### config.mk
export PLATFORM = sky130hd
export DESIGN_NAME = core_input_arbiter
export DESIGN_NICKNAME = d
export VERILOG_FILES = /design/src/rtl/core_input_arbiter.sv
export SDC_FILE = /design/constraint.sdc
export NUM_CORES = 1
export LEC_CHECK = 0
export ABC_AREA = 1
export BUFFER_PORTS_ARGS = -buffer_cell sky130_fd_sc_hd__buf_2
export CORE_ASPECT_RATIO = 0.6
export CORE_UTILIZATION = 49
export DETAILED_ROUTE_END_ITERATION = 10
export PLACE_DENSITY = 0.93
export SLEW_MARGIN = 25
export SYNTH_ARGS = -nofsm -noshare
export SYNTH_HDL_FRONTEND = slang
export SYNTH_SLANG_ARGS = --single-unit
### constraint.sdc
create_clock -name clk -period 4.8 [get_ports clk]
set_input_delay 0.72 -clock clk [delete_from_list [all_inputs] [get_ports clk]]
set_output_delay 0.72 -clock clk [all_outputs]
set_load 0.005 [all_outputs]
### src/rtl/core_input_arbiter.sv
// rtl/core_input_arbiter.sv - round-robin burst arbiter feeding the core input channel (optional ARB_GRANT_COUNT_EN)
module core_input_arbiter #(
    parameter int NUM_IN    = 2,
    parameter int NPC       = 32,
    parameter int MAX_BURST = 4
) (
    input  logic                       clk,
    input  logic                       reset,
    input  logic [NUM_IN-1:0]          in_v,
    output logic [NUM_IN-1:0]          in_a,
    input  logic [NUM_IN*NPC-1:0]      in_d,
    output logic                       out_v,
    input  logic                       out_a,
    output logic [NPC-1:0]             out_d,
    output logic [$clog2(NUM_IN)-1:0]  out_src,
    output logic [NUM_IN*16-1:0]       grant_count
);

    localparam int IW = $clog2(NUM_IN);

    typedef enum logic {IDLE, HOLD} state_t;

    state_t          state, state_nxt;
    logic [IW-1:0]   last_grant;
    logic [IW-1:0]   winner;
    logic [IW-1:0]   grant_idx;
    logic [7:0]      burst_cnt;
    logic            keep;
    logic            grant_valid;
    logic            can_load;
    logic            accept;

    // Cyclic search for the first requester after last_grant; last_grant itself is checked last
    always_comb begin
        int          idx;
        logic        found;
        logic [IW-1:0] idx_l;
        winner = last_grant;
        found  = 1'b0;
        idx    = 0;
        idx_l  = '0;
        for (int k = 1; k <= NUM_IN; k++) begin
            idx   = (int'(last_grant) + k) % NUM_IN;
            idx_l = IW'(idx);
            if (!found && in_v[idx_l]) begin
                winner = idx_l;
                found  = 1'b1;
            end
        end
    end

    // Grant selection: stay on the burst owner or re-arbitrate; acknowledge only when the output can load
    always_comb begin
        keep        = (state == HOLD) && in_v[last_grant] && (burst_cnt < 8'(MAX_BURST));
        grant_idx   = keep ? last_grant : winner;
        grant_valid = keep || (|in_v);
        can_load    = !out_v || out_a;
        accept      = grant_valid && can_load && reset;
        in_a        = accept ? (NUM_IN'(1) << grant_idx) : '0;
    end

    // Next state only moves on cycles where the output register can load, which freezes the grant while stalled
    always_comb begin
        state_nxt = state;
        if (can_load) begin
            state_nxt = grant_valid ? HOLD : IDLE;
        end
    end

    // Arbitration state: the burst counter restarts at one whenever a new grant begins
    always_ff @(posedge clk or negedge reset) begin
        if (!reset) begin
            state      <= IDLE;
            last_grant <= IW'(NUM_IN - 1);
            burst_cnt  <= 8'd0;
        end else begin
            state <= state_nxt;
            if (accept) begin
                last_grant <= grant_idx;
                burst_cnt  <= keep ? burst_cnt + 8'd1 : 8'd1;
            end
        end
    end

    // Output register loads when empty or draining, giving one word per cycle
    always_ff @(posedge clk or negedge reset) begin
        if (!reset) begin
            out_v   <= 1'b0;
            out_d   <= '0;
            out_src <= '0;
        end else if (can_load) begin
            out_v <= accept;
            if (accept) begin
                out_d   <= in_d[grant_idx*NPC +: NPC];
                out_src <= grant_idx;
            end
        end
    end

`ifdef ARB_GRANT_COUNT_EN
    genvar g;
    generate
        for (g = 0; g < NUM_IN; g++) begin : g_cnt
            logic [15:0] cnt;
            // Saturating per-source accepted-word counter
            always_ff @(posedge clk or negedge reset) begin
                if (!reset) begin
                    cnt <= 16'd0;
                end else if (in_a[g] && in_v[g] && (cnt != 16'hFFFF)) begin
                    cnt <= cnt + 16'd1;
                end
            end
            assign grant_count[g*16 +: 16] = cnt;
        end
    endgenerate
`else
    assign grant_count = '0;
`endif

endmodule

# --- Word-level counts from Yosys, hierarchy flattened ---
# Index checks and enable logic that the tools add are counted.
word_totals:
  out_inout_bits: 68
  memories: 0
  word_cells: 39
  rom_bits: 0
  mem_bits_rw: 0
  latch_bits: 0
  input_bits: 69
  ff_bits: 44
classes:
  eq_ne: 0
  shifts: 2
  n_reduce_logical: 11
  bitwise: 0
  div: 0
  n_mul: 0
  order_cmp: 4
  n_mux: 13
  addsub: 3
ops:
  columns: ["operator", "n"]
  rows:
  - ["indexed part select 64 x 7 -> 32 bit", 1]
  - ["two-way mux 1 bit", 11]
  - ["adder 8 x 1 -> 8 bit (second input constant)", 1]
  - ["< comparator 8 x 3 -> 1 bit (second input constant)", 1]
  - ["two-way mux 8 bit", 1]
  - ["< comparator 1 x 2 -> 1 bit (second input constant)", 3]
  - ["logical AND 1 bit", 5]
  - ["adder 1 bit (second input constant)", 2]
  - ["logical NOT 1 bit", 2]
  - ["logical OR 1 bit", 2]
  - ["two-way mux 2 bit", 1]
  - ["AND reduction 2 bit", 1]
  - ["OR reduction 2 bit", 1]
  - ["<< shifter 1 x 1 -> 2 bit (first input constant)", 1]

# --- Longest topological paths before layout ---
depth:
  word_depth: 10
  depth_mapped: 10
  depth_no_buf: 10

# --- Worst setup path before layout ---
# OpenSTA, ideal clock, no wires.
synth_timing:
  path_type: "input to output"
  start: "in in_v[0]"
  end: "out in_a[0]"
  t_arrival_ps: 1519
  path_buffers: 1
  required_ps: 4080
  cell_stages: 9
  slack_ps: 2561
  path_cell_list: "inv_1 nand2_1 nand2_1 nor2_4 nand3_4 nand2_8 buf_12 inv_2 nor2_1"
synth_via:
  elab_chain_len: 9
  elab_cells_between_ends: 20
  cone_classes: "shift: 1; mux: 11; reduce/logical: 8"
synth_rtl:
  columns: ["element", "line", "rtl"]
  rows:
  - ["start: declaration", "9", "input logic [NUM_IN-1:0] in_v,"]
  - ["two-way mux 1 bit (not written as such) (2 in series)", "45", "if (!found && in_v[idx_l]) begin"]
  - ["two-way mux 1 bit", "45", null]
  - ["logical NOT 1 bit", "45", null]
  - ["logical AND 1 bit", "45", null]
  - ["two-way mux 1 bit", "45", null]
  - ["two-way mux 1 bit", "55", "grant_idx = keep ? last_grant : winner;"]
  - ["<< shifter 1 x 1 -> 2 bit", "59", "in_a = accept ? (NUM_IN'(1) << grant_idx) : '0;"]
  - ["two-way mux 2 bit (*)", "59", null]
  - ["end: declaration", "10", "output logic [NUM_IN-1:0] in_a,"]
# Mark *: on every way between the ends. The rest lies on a longest branch, timed or not. The select of a mux whose other input is x is not followed.

# --- Final worst setup path ---
layout_timing:
  start: "reg last_grant"
  end: "out in_a[1]"
layout_via:
  elab_chain_len: 10
  elab_cells_between_ends: 21
  cone_classes: "add/sub: 2; shift: 1; mux: 11; reduce/logical: 7"
layout_rtl:
  columns: ["element", "line", "rtl"]
  rows:
  - ["start: declaration", "24", "logic [IW-1:0] last_grant;"]
  - ["start signal: assignment", "74", "last_grant <= IW'(NUM_IN - 1);"]
  - ["start signal: assignment", "79", "last_grant <= grant_idx;"]
  - ["adder 1 bit", "43", "idx = (int'(last_grant) + k) % NUM_IN;"]
  - ["two-way mux 1 bit (not written as such) (2 in series)", "45", null]
  - ["two-way mux 1 bit", "45", null]
  - ["logical NOT 1 bit", "45", null]
  - ["logical AND 1 bit", "45", null]
  - ["two-way mux 1 bit", "45", null]
  - ["two-way mux 1 bit", "55", null]
  - ["<< shifter 1 x 1 -> 2 bit", "59", null]
  - ["two-way mux 2 bit (*)", "59", null]
# Marks and branches as above.

==> results.rst <==
.. list-table::
   :header-rows: 1

   * - Metric
     - Value
   * - Result of the run
     - completed
   * - Final std cells w/o fill
     - 439
   * - Placed insts
     - roughly 430
   * - Wire length of the first global-routing pass
     - 9210 um
   * - Area used by sequential logic in the layout
     - ~0.0011 mm2
   * - Total overflow reported by the global router
     - 0
   * - Number of antenna repair diodes
     - 0
   * - Largest family of logic cells by synthesized area
     - simple AND/OR/NAND/NOR gates
   * - Post-Synth XOR/XNOR Area
     - less than 1%
   * - H-tree depth reported by CTS
     - 2
   * - Crit path kind
     - flip-flop to output port
   * - Number of antenna violations at the first check in global routing
     - 0
   * - Max FO, Critical Path
     - 34
   * - Headroom to the max-slew limit
     - 44.9%
   * - Max Buffers Root-to-Sink
     - 2
   * - Maximum number of pins on one net before global-route repair
     - just under 70
   * - Sequential fraction of the synthesis area
     - between 40% and 50%
   * - Gpl congestion
     - slightly above 0.8
   * - Mapped cell area
     - around 0.0027 mm2
   * - Adder-cell area share of the yosys netlist
     - 0.471%
   * - Overall global routing resource usage
     - between 20% and 30%
   * - Async SR Flop Fraction
     - between 90% and 100%
   * - Max-slew violation count
     - 0
   * - Crit path time final
     - 3030 ps
   * - Count of cells resized by post-cts repair
     - 0
   * - Post-Route Setup TNS
     - 0 ps
   * - Die Ht
     - 59.0 um
   * - HP Class
     - flip-flop to flip-flop
   * - DRC violation total after the first TritonRoute iteration
     - between 100 and 150
   * - Die span in x
     - 97.1 um
   * - Transition at the pin with the smallest max-transition slack
     - roughly 830 ps
   * - Number of max-capacitance violations reported
     - 0
   * - Endpoint required time on the critical path
     - between 4000 and 5000 ps
   * - CP Capture Type
     - output port
   * - Fraction of the mapped netlist area in simple logic gates
     - 39.1%
   * - Largest cells by area after synthesis
     - dfrtp_1, nand3_2, buf_4
   * - Row cnt
     - 20
   * - Skew final
     - 7.74 ps
   * - Number of hold violations in the final report
     - 0
   * - Area of the die
     - between 0.005 and 0.006 mm2
   * - Mean instance size in the synthesized netlist
     - between 9 and 10 um2
   * - Wirelength, routed
     - roughly 5700 um
   * - Hold-fix buffers, CTS
     - 0
   * - Initial Util
     - between 50% and 60%
   * - Compound-Gate Fraction of Synth Area
     - under 10%
   * - Area share of the largest cell type after synthesis
     - approximately two fifths
   * - Routed via count
     - roughly 2200
   * - Number of cells produced by synthesis
     - 280
   * - Worst endpoint data arrival time
     - between 2000 and 2500 ps
   * - Area of the multi-input gates
     - around 0.0012 mm2
   * - Vias per cell
     - between 4 and 5
   * - Proportion of synthesized area in mux cells
     - less than 1%
   * - Number of synthesized flops with an enable pin
     - 0
   * - I/O pins
     - approximately 140
   * - Final cycle utilization of the critical path
     - between 60% and 70%
   * - Buffers on Ports
     - about 100
   * - Area added between synthesis and finish
     - 16.6%
   * - TritonCTS clock tree
     - built
   * - Area of the placeable core
     - a little over 0.005 mm2
   * - Distinct cell type count of the synthesized netlist
     - 27
   * - Post-route antenna net violation count
     - 0
   * - Remaining DRCs
     - 0
   * - Router iterations before antenna repair
     - 4
   * - Clock tree sinks
     - 44
   * - Setup violations, final
     - 0
   * - Nets
     - 442
   * - Top cell type by total area after synthesis
     - dfrtp_1
   * - Standby leakage power
     - 1.67 nW
   * - Launching element type of the critical path
     - flip-flop
   * - RSZ-0062 raised after global routing
     - no
   * - Routed length per placed instance
     - 13.0 um
   * - Seq cells post-synth
     - 44
   * - Maximum VDD drop
     - approximately 0.32 mV
   * - Post-CTS setup-driven buffer insertion count
     - 0
   * - Number of global-route vias before repair
     - approximately 2000
   * - Most frequently used flop master after synthesis
     - dfrtp_1
   * - Sum of net half-perimeters after detailed placement
     - about 3800 um
   * - Ranking of synthesized cells by instance count
     - nand2_1, dfrtp_1, nand3_2
   * - Filler Cells Inserted
     - 437
   * - Max Clk Rate
     - 330 MHz
   * - Most frequent cell after synthesis
     - nand2_1
   * - Layout cell share with drive strength beyond 1
     - between 40 and 50%
   * - Number of warnings reported in the yosys synthesis log
     - 0
   * - Power per unit of standard cell area
     - approximately 460 mW/mm2
   * - Source-to-sink clock delay at the later pin of the worst-skew pair
     - approximately 290 ps
   * - CTS clk-pin slew, worst paths
     - 90 ps
   * - Number of buffers added by the clock tree synthesis step
     - 5
   * - Clk root buf
     - clkbuf_8
[final timing paths]
check,startpoint,to,slack (ps),depth (start not counted)
max,last_grant,in_a[1],1770,8
min,burst_cnt[3],burst_cnt[3],470,2
max reg2reg,last_grant,out_src,2720,9
min reg2reg,burst_cnt[3],burst_cnt[3],470,2
max in group asynchronous,reset,out_d[3],3910,2
min in group asynchronous,reset,out_d[19],510,2
[critical path, stage by stage, from the launching register on]
cell	delay, ps
dfstp_2	570
inv_2	60
nand2_1	50
nand2_1	70
nor2_4	160
nand3_4	380
nand2_8	450
nor2_2	90
buf_2	160
[report_power, final]
| part | leakage, nW | switching, mW | internal (mW) |
|---|---|---|---|
| clock network | 0.0510 | 0.123 | 0.115 |
| logic | 1.07 | 0.365 | 0.239 |
| registers | 0.550 | 0.0754 | 0.505 |
[cell usage in the layout (no fill, tap or decap), types with 2 or more instances in the layout]
| master | count |
|---|---|
| clkinv_2 | 2 |
| nand2_1 | 47 |
| nand3_2 | 39 |
| nand2_8 | 2 |
| nand4_1 | 32 |
| nor2_4 | 2 |
| inv_1 | 10 |
| buf_4 | 2 |
| conb_1 | 32 |
| buf_2 | 104 |
| dfrtp_1 | 43 |
| inv_2 | 6 |
| nor2_1 | 4 |
| o21ai_1 | 6 |
| nand3_1 | 26 |
| clkbuf_8 | 6 |
[per-stage QoR]
step / hold slack [ps] / power (mW) / cell area (um2) / worst slack, ps / utilization (%)
after detailed placement: 453 / 1.19 / 3010 / 1810 / 58.6
after floorplan: 424 / 1.04 / 2770 / 2560 / -
after global routing: 485 / 1.53 / 3100 / 1590 / 60.4
final: 472 / 1.42 / 3100 / 1770 / 60.4
after global placement: 450 / 1.17 / 3010 / 1890 / 58.6
after CTS: 475 / 1.44 / 3100 / 1770 / 60.4
[area by class of cell]
type / instances / area share [%]
clock inverters: 2 / 0.323
clock buffers: 6 / 2.67
well taps: 66 / 2.67
repair buffers: 106 / 17.3
inverters: 16 / 1.94
flip-flops and latches: 44 / 35.6
multi-input cells: 199 / 39.5
[layer usage]
layer / up-vias / global-route usage, % / routed length, um
met3: 2 / 5.42 / 430
met2: 105 / 32.1 / 2550
met1: 1003 / 29.0 / 2720
met4: 0 / 4.48 / 18
li1: 1069 / - / -
met5: - / 0 / 0
[kinds of logic after synthesis]
kind of cell,Yosys count
multiplexers,1
flip-flops,44
other,1
AND/OR/NAND/NOR,157
XOR/XNOR,1
adder cells (fa/ha/maj),1
AO/OA/AOI/OAI,7
buffers and inverters,68
[registers in the layout (all words and copies together) (netlist names)]
| signal | count |
|---|---|
| burst_cnt | 8 |
| last_grant | 1 |
| out_d | 32 |
| out_src | 1 |
| out_v | 1 |
| state | 1 |
No activity file was read; power rests on OpenSTA's default activity.
